### src/rtl/dp_pkg.sv
// dp_pkg: shared definitions for the pipelined datapath.
//   op_e         ALU opcode encodings (8-bit)
//   FLG_*        bit positions inside the 5-bit flag vector {N,Z,F,L,C}
//   op_writes()  true for opcodes whose result may be written back
package dp_pkg;

   typedef enum logic [7:0] {
      OP_AND = 8'h01,
      OP_OR  = 8'h02,
      OP_XOR = 8'h03,
      OP_ADD = 8'h05,
      OP_SUB = 8'h09,
      OP_CMP = 8'h0B,
      OP_MOV = 8'h0D
   } op_e;

   localparam int FLG_C = 0;
   localparam int FLG_L = 1;
   localparam int FLG_F = 2;
   localparam int FLG_Z = 3;
   localparam int FLG_N = 4;

   localparam int FLAG_W = 5;

   // CMP and unlisted opcodes never write the register file.
   function automatic logic op_writes(input logic [7:0] op);
      case (op)
         OP_AND, OP_OR, OP_XOR, OP_ADD, OP_SUB, OP_MOV: op_writes = 1'b1;
         default:                                      op_writes = 1'b0;
      endcase
   endfunction

endpackage

### src/rtl/dp_alu.sv
// dp_alu: purely combinational ALU for the datapath EX stage.
//   a, b        operands (a = destination register, b = source/immediate)
//   op          opcode (dp_pkg encodings)
//   result      ALU result, wrap-around at DATA_W bits
//   flag_val    new flag values {N,Z,F,L,C}
//   flag_mask   1 for each flag this op updates; others must hold
module dp_alu
   import dp_pkg::*;
#(
   parameter int DATA_W = 16
) (
   input  logic [DATA_W-1:0] a,
   input  logic [DATA_W-1:0] b,
   input  logic [7:0]        op,
   output logic [DATA_W-1:0] result,
   output logic [FLAG_W-1:0] flag_val,
   output logic [FLAG_W-1:0] flag_mask
);

   logic [DATA_W:0]   sum;
   logic [DATA_W-1:0] diff;

   assign sum  = {1'b0, a} + {1'b0, b};
   assign diff = a - b;

   always_comb begin
      result    = '0;
      flag_val  = '0;
      flag_mask = '0;
      case (op)
         OP_ADD: begin
            result           = sum[DATA_W-1:0];
            flag_val[FLG_C]  = sum[DATA_W];
            // signed overflow: like-signed operands giving a differently-signed sum
            flag_val[FLG_F]  = (a[DATA_W-1] == b[DATA_W-1]) &&
                               (sum[DATA_W-1] != a[DATA_W-1]);
            flag_val[FLG_Z]  = (sum[DATA_W-1:0] == '0);
            flag_mask[FLG_C] = 1'b1;
            flag_mask[FLG_F] = 1'b1;
            flag_mask[FLG_Z] = 1'b1;
         end
         OP_SUB: begin
            result           = diff;
            flag_val[FLG_C]  = (a < b);
            // signed overflow: unlike-signed operands, result sign differs from a
            flag_val[FLG_F]  = (a[DATA_W-1] != b[DATA_W-1]) &&
                               (diff[DATA_W-1] != a[DATA_W-1]);
            flag_val[FLG_Z]  = (diff == '0);
            flag_mask[FLG_C] = 1'b1;
            flag_mask[FLG_F] = 1'b1;
            flag_mask[FLG_Z] = 1'b1;
         end
         OP_CMP: begin
            // result shows the difference for observation; it is never written back
            result           = diff;
            flag_val[FLG_Z]  = (a == b);
            flag_val[FLG_L]  = (a < b);
            flag_val[FLG_N]  = ($signed(a) < $signed(b));
            flag_mask[FLG_Z] = 1'b1;
            flag_mask[FLG_L] = 1'b1;
            flag_mask[FLG_N] = 1'b1;
         end
         OP_AND: begin
            result           = a & b;
            flag_val[FLG_Z]  = ((a & b) == '0);
            flag_mask[FLG_Z] = 1'b1;
         end
         OP_OR: begin
            result           = a | b;
            flag_val[FLG_Z]  = ((a | b) == '0);
            flag_mask[FLG_Z] = 1'b1;
         end
         OP_XOR: begin
            result           = a ^ b;
            flag_val[FLG_Z]  = ((a ^ b) == '0);
            flag_mask[FLG_Z] = 1'b1;
         end
         OP_MOV: begin
            result = b;
         end
         default: begin
            result = '0;
         end
      endcase
   end

endmodule

### src/rtl/data_path_pipe.sv
// data_path_pipe: two-stage register-bank/ALU datapath.
//   Issue stage reads operands (with EX->issue bypass) into the EX registers;
//   the following edge writes back, updates flags and latches the result.
// Ports:
//   clk, reset            clock; synchronous active-high reset
//   in_valid / in_ready   issue handshake; in_ready = ~hold
//   hold                  blocks issue, EX still drains
//   opcode                ALU op (dp_pkg encodings)
//   rdest_sel, rsrc_sel   destination/first operand and second operand selects
//   imm_sel, imm_in       second operand: 0 = imm_in, 1 = reg[rsrc_sel]
//   wr_en                 write result to reg[rdest_sel]
//   result, result_valid  last completed result and its one-cycle pulse
//   flags_out             persistent flags {N,Z,F,L,C}
//   dbg_sel, dbg_data     combinational register read, no bypass
module data_path_pipe
   import dp_pkg::*;
#(
   parameter int DATA_W   = 16,
   parameter int NUM_REGS = 16,
   parameter int SEL_W    = $clog2(NUM_REGS)
) (
   input  logic              clk,
   input  logic              reset,
   input  logic              in_valid,
   output logic              in_ready,
   input  logic              hold,
   input  logic [7:0]        opcode,
   input  logic [SEL_W-1:0]  rdest_sel,
   input  logic [SEL_W-1:0]  rsrc_sel,
   input  logic              imm_sel,
   input  logic [DATA_W-1:0] imm_in,
   input  logic              wr_en,
   output logic [DATA_W-1:0] result,
   output logic              result_valid,
   output logic [4:0]        flags_out,
   input  logic [SEL_W-1:0]  dbg_sel,
   output logic [DATA_W-1:0] dbg_data
);

   logic [DATA_W-1:0] regs [NUM_REGS];

   // EX stage
   logic              ex_valid;
   logic              ex_we;
   logic [7:0]        ex_op;
   logic [SEL_W-1:0]  ex_dest;
   logic [DATA_W-1:0] ex_a;
   logic [DATA_W-1:0] ex_b;

   logic [DATA_W-1:0] alu_res;
   logic [FLAG_W-1:0] alu_fval;
   logic [FLAG_W-1:0] alu_fmask;

   logic              issue;
   logic [DATA_W-1:0] rf_a, rf_b;
   logic              fwd_a, fwd_b;
   logic [DATA_W-1:0] op_a, op_b;

   function automatic logic sel_ok(input logic [SEL_W-1:0] sel);
      sel_ok = (int'(sel) < NUM_REGS);
   endfunction

   dp_alu #(
      .DATA_W (DATA_W)
   ) u_alu (
      .a         (ex_a),
      .b         (ex_b),
      .op        (ex_op),
      .result    (alu_res),
      .flag_val  (alu_fval),
      .flag_mask (alu_fmask)
   );

   assign in_ready = ~hold;
   assign issue    = in_valid & ~hold;

   // ex_we already excludes CMP/NOP and out-of-range destinations, so a
   // match here always means the register is about to take alu_res.
   always_comb begin
      rf_a  = sel_ok(rdest_sel) ? regs[rdest_sel] : '0;
      rf_b  = sel_ok(rsrc_sel)  ? regs[rsrc_sel]  : '0;
      fwd_a = ex_valid & ex_we & (ex_dest == rdest_sel);
      fwd_b = ex_valid & ex_we & (ex_dest == rsrc_sel);
      op_a  = fwd_a ? alu_res : rf_a;
      op_b  = imm_sel ? (fwd_b ? alu_res : rf_b) : imm_in;
   end

   assign dbg_data = sel_ok(dbg_sel) ? regs[dbg_sel] : '0;

   always_ff @(posedge clk) begin
      if (reset) begin
         for (int unsigned i = 0; i < NUM_REGS; i++) begin
            regs[i] <= '0;
         end
         ex_valid     <= 1'b0;
         ex_we        <= 1'b0;
         ex_op        <= '0;
         ex_dest      <= '0;
         ex_a         <= '0;
         ex_b         <= '0;
         result       <= '0;
         result_valid <= 1'b0;
         flags_out    <= '0;
      end else begin
         ex_valid     <= issue;
         result_valid <= ex_valid;
         if (issue) begin
            ex_a    <= op_a;
            ex_b    <= op_b;
            ex_op   <= opcode;
            ex_dest <= rdest_sel;
            ex_we   <= wr_en & op_writes(opcode) & sel_ok(rdest_sel);
         end
         if (ex_valid) begin
            result    <= alu_res;
            flags_out <= (flags_out & ~alu_fmask) | (alu_fval & alu_fmask);
            if (ex_we) begin
               regs[ex_dest] <= alu_res;
            end
         end
      end
   end

endmodule

### config.mk
export PLATFORM = sky130hd
export DESIGN_NAME = data_path_pipe
export DESIGN_NICKNAME = d
export VERILOG_FILES = /design/src/rtl/dp_pkg.sv /design/src/rtl/dp_alu.sv /design/src/rtl/data_path_pipe.sv
export SDC_FILE = /design/constraint.sdc
export NUM_CORES = 1
export LEC_CHECK = 0
export BUFFER_PORTS_ARGS = -buffer_cell sky130_fd_sc_hd__buf_2
export CAP_MARGIN = 25
export CORE_MARGIN = 2
export CORE_UTILIZATION = 57
export CTS_CLUSTER_SIZE = 24
export DETAILED_ROUTE_END_ITERATION = 7
export PLACE_DENSITY_LB_ADDON = 0.1
export SYNTH_ARGS = -nofsm -noshare
export SYNTH_HDL_FRONTEND = slang
export SYNTH_SLANG_ARGS = --single-unit
### constraint.sdc
create_clock -name clk -period 3.28 [get_ports clk]
set_input_delay 0.164 -clock clk [delete_from_list [all_inputs] [get_ports clk]]
set_output_delay 0.164 -clock clk [all_outputs]
set_load 0.03 [all_outputs]
==> out/results.md <==
* **result of the run** finished, final reports clean
* **hold_ws** 0.0912 ns
* **Via Count** 16,699
* **shortest clock period the worst path allows after layout** 3.21 ns
* **worst hold path type** input port to flop
* **Warnings, synthesis** 0
* **Final Wtd Congestion** 0.975
* **number of placed cells counting well taps** 2,308
* **total power consumption of the routed design** 11.3 mW
* **final setup TNS** 0 ns
* **post-route insts no fill** 2,403
* **maximum fanout along the worst path** 4
* **Core ar.** 36,400 um2
* **cell area after technology mapping** 21,000 um2
* **post-detailed-route count of antenna-violating nets** 0
* **Critical-path top delay cell** sky130_fd_sc_hd__or3_4
* **layout net count** 2,001
* **fill cell total of the finished layout** 2,646
* **Final Hold Vio Count** 0
* **Gate Count Post-Synth** 1,711
* **vias per std cell** 6.95
* **sum of met2 wire segment lengths after detailed routing** 35,600 um
* **clock root buffer** sky130_fd_sc_hd__clkbuf_16
* **worst-skew pair later-pin latency** 0.56 ns
* **primary flip-flop cell chosen by synthesis mapping** sky130_fd_sc_hd__edfxtp_1
* **RSZ-0062 raised after global routing** yes
* **category of the most critical setup path** flop to flop
* **deepest clock path buffer count** 3
* **share of layout cells above drive strength 1** 33.9%
* **global-route usage over all layers** 39.6%
* **total clock sinks** 324
* **post-synthesis register bit count** 324
* **worst ir drop on vdd** 584 uV
* **fin util** 68.4%
* **number of endpoints failing setup at the final stage** 0
* **number of maximum-capacitance constraint violations** 0
* **count of buffers inserted at the top-level ports** 80
* **crit start category** flop
* **most instantiated library cell after synthesis** sky130_fd_sc_hd__nor2_1
* **initial standard-cell utilization of the core** 57.6%
* **power density over the cells** 454 nW/um2
* **static power due to leakage** 8.86 nW
* **multi-input combinational cell area** 11,300 um2
* **dominant delay contributor by cell family on the critical path** simple AND/OR/NAND/NOR gates
* **share of the synthesized area in the top cell type** 36.6%
* **post-CTS clock slew at the launch and capture registers of the worst setup and hold paths** 0.06 ns
* **number of enable-type register cells in the synthesized netlist** 256
* **worst slew margin relative to its limit** 40.1%
* **pin count of the biggest net entering global routing** 65
* **dominant cell type by area after synthesis** sky130_fd_sc_hd__edfxtp_1
* **proportion of synthesized chip area in sequential cells** 43.1%
* **first-pass detailed-route iteration total** 7
* **number of DRC violations after detailed routing** 0
* **standard cell area after detailed placement** 23,200 um2
* **wire length after detailed routing** 74,400 um
* **max-slew violation count** 0
* **area grow syn2layout** 18.7%
* **worst-path cell chain** inv_1 -> ha_1 -> or3_4 -> or3_4 -> buf_4 -> nor3b_4 -> nor4_2 -> a211oi_2 -> buf_4 -> a221o_1 -> buf_4 -> mux2i_1 -> a211oi_1
* **number of standard-cell rows in the floorplan** 70
* **final cell area excluding filler cells** 24,900 um2
* **nature of the critical path endpoint** flop
* **highest routed metal layer** met4
* **number of CTS-inserted buffers** 37
* **count of different cell masters after synthesis** 95
* **required time reported for the critical path endpoint** 3.75 ns
* **main area contributors after synthesis** sky130_fd_sc_hd__edfxtp_1 37%, sky130_fd_sc_hd__mux4_2 26%, sky130_fd_sc_hd__dfxtp_1 6.5%
* **Horiz. Die Dim** 196 um
* **slack of the critical path** 0.0696 ns
* **highest achievable clock rate** 311 MHz
* **combined flip-flop and latch cell area** 9050 um2
* **detailed placement HPWL** 50,000 um
* **Top-Level Pins** 81
* **Synth top cells by count** 338 x sky130_fd_sc_hd__nor2_1, 256 x sky130_fd_sc_hd__edfxtp_1, 240 x sky130_fd_sc_hd__mux4_2, 87 x sky130_fd_sc_hd__nand2_1, 85 x sky130_fd_sc_hd__clkbuf_1
* **Total Die Area** 38,400 um2
* **residual overflow from global routing** 0
* **metal3 WL** 8440 um
* **Avg Synthesized Cell Area** 12.3 um2
* **fin crit share** 97.9%
* **routed length on met1** 25,500 um
* **endpoint arrival time on the critical path** 3.68 ns
* **worst stage delay on the critical path** 0.40 ns
* **cell occurring most often along the worst timing path** sky130_fd_sc_hd__buf_4
* **number of H-tree branching levels** 2
* **DRT iter0 DRCs** 2,011
* **clock tree from TritonCTS** built
* **post-synthesis async set-or-reset flop share** 0%
* **first-pass GRT wire length** 109,000 um
* **actual transition at the worst max-transition pin** 0.899 ns
* **wire length per cell** 31.0 um
* **worst clock skew on the final layout** 0.0133 ns
* **antenna violations before repair** 1
* **overall die height** 196 um
* **WP buf/inv** 4
* **syn nets** 1,808
* **number of global-route vias before repair** 16,737
* **pre-CTS setup slack** -0.235 ns
cell usage in the layout, fill, tap and decap left out, types with 5 or more instances in the layout:
cell and instances:
sky130_fd_sc_hd__and3_1 10, sky130_fd_sc_hd__buf_2 77, sky130_fd_sc_hd__a22oi_1 6, sky130_fd_sc_hd__nand2b_1 26, sky130_fd_sc_hd__dlygate4sd3_1 20, sky130_fd_sc_hd__nor2_1 338, sky130_fd_sc_hd__inv_1 60, sky130_fd_sc_hd__nand2_1 86
sky130_fd_sc_hd__clkinv_1 10, sky130_fd_sc_hd__clkbuf_16 39, sky130_fd_sc_hd__mux2i_1 11, sky130_fd_sc_hd__a221oi_1 10, sky130_fd_sc_hd__xor2_1 5, sky130_fd_sc_hd__nor3_2 5, sky130_fd_sc_hd__a211oi_1 32, sky130_fd_sc_hd__o21ai_0 47
sky130_fd_sc_hd__edfxtp_1 256, sky130_fd_sc_hd__nor2b_1 6, sky130_fd_sc_hd__mux4_2 240, sky130_fd_sc_hd__nor3b_1 5, sky130_fd_sc_hd__buf_4 176, sky130_fd_sc_hd__xnor2_1 18, sky130_fd_sc_hd__clkinv_2 9, sky130_fd_sc_hd__dfxtp_1 68
sky130_fd_sc_hd__a21oi_1 58, sky130_fd_sc_hd__a21o_1 8, sky130_fd_sc_hd__buf_12 30, sky130_fd_sc_hd__nand3_1 18, sky130_fd_sc_hd__nand4_1 7, sky130_fd_sc_hd__ha_1 49, sky130_fd_sc_hd__nor4_1 7, sky130_fd_sc_hd__o211ai_1 14
sky130_fd_sc_hd__nor3_1 20, sky130_fd_sc_hd__or4_1 6, sky130_fd_sc_hd__clkinvlp_4 5
metal layers:
| metal | vias to the layer above | global-route usage [%] |
|---|---|---|
| met5 | - | 0 |
| met4 | 0 | 22.8 |
| met3 | 283 | 8.03 |
| met2 | 1167 | 64.3 |
| met1 | 8242 | 50.1 |
| li1 | 7007 | - |
logic make-up (layout without fill, tap and decap cells):
kind of cell	Yosys count	count (layout)	share of synthesized area (%)
AOI/OAI and AO/OA	266	266	9.36
xor gates and xnor gates	25	25	1.04
adders and majority gates	55	55	3.35
buffers and inverters	214	436	4.27
DFF	324	324	43.1
muxes	253	253	26.4
other	0	2	0
and+or+nand+nor	574	574	12.5
worst min-delay path, cell delays in order:
cell and delay (ns):
sky130_fd_sc_hd__buf_2 0.11, sky130_fd_sc_hd__nand3b_1 0.07, sky130_fd_sc_hd__a21oi_1 0.16, sky130_fd_sc_hd__a21oi_1 0.05, sky130_fd_sc_hd__o21ai_0 0.06
state kept, by name, summed over array words and instances (netlist names), named ones only:
signal        flops
ex_valid          1
ex_we             1
ex_op             8
ex_b             16
result_valid      1
ex_dest           4
result           16
regs            256
ex_a             16
power by group:
group	switching [mW]	internal, mW	total [mW]
clock	1.77	2.49	4.26
combinational	1.30	1.06	2.36
sequential	0.121	4.57	4.69
cell type report:
class,count,share of cell area [%]
clock inverters,27,0.989
flip-flops and latches,324,36.3
diodes,2,0.0201
clock buffers,41,3.95
repair buffers,304,10.1
multi-input cells,1173,45.3
well taps,468,2.35
inverters,64,0.964
worst paths after layout:
path | end | cells after the start | slack [ns] | startpoint
worst min-delay path | ex_b[15]$_SDFFE_PP0P_ | 5 | 0.09 | imm_in[15]
worst max register to register | ex_a[12]$_SDFFE_PP0P_ | 13 | 0.07 | ex_a[10]$_SDFFE_PP0P_
worst min register to register | flop | 2 | 0.45 | flop
worst max-delay path | ex_a[12]$_SDFFE_PP0P_ | 13 | 0.07 | ex_a[10]$_SDFFE_PP0P_
what timing repair did:
action,in CTS,in global routing
endpoints found under the hold margin,21,0
pin swaps,1,7
hold buffers,20,0
gates resized for setup,10,29
buffers inserted,1,4
endpoints found under the setup margin,75,112
No activity file was read; power rests on OpenSTA's default activity.
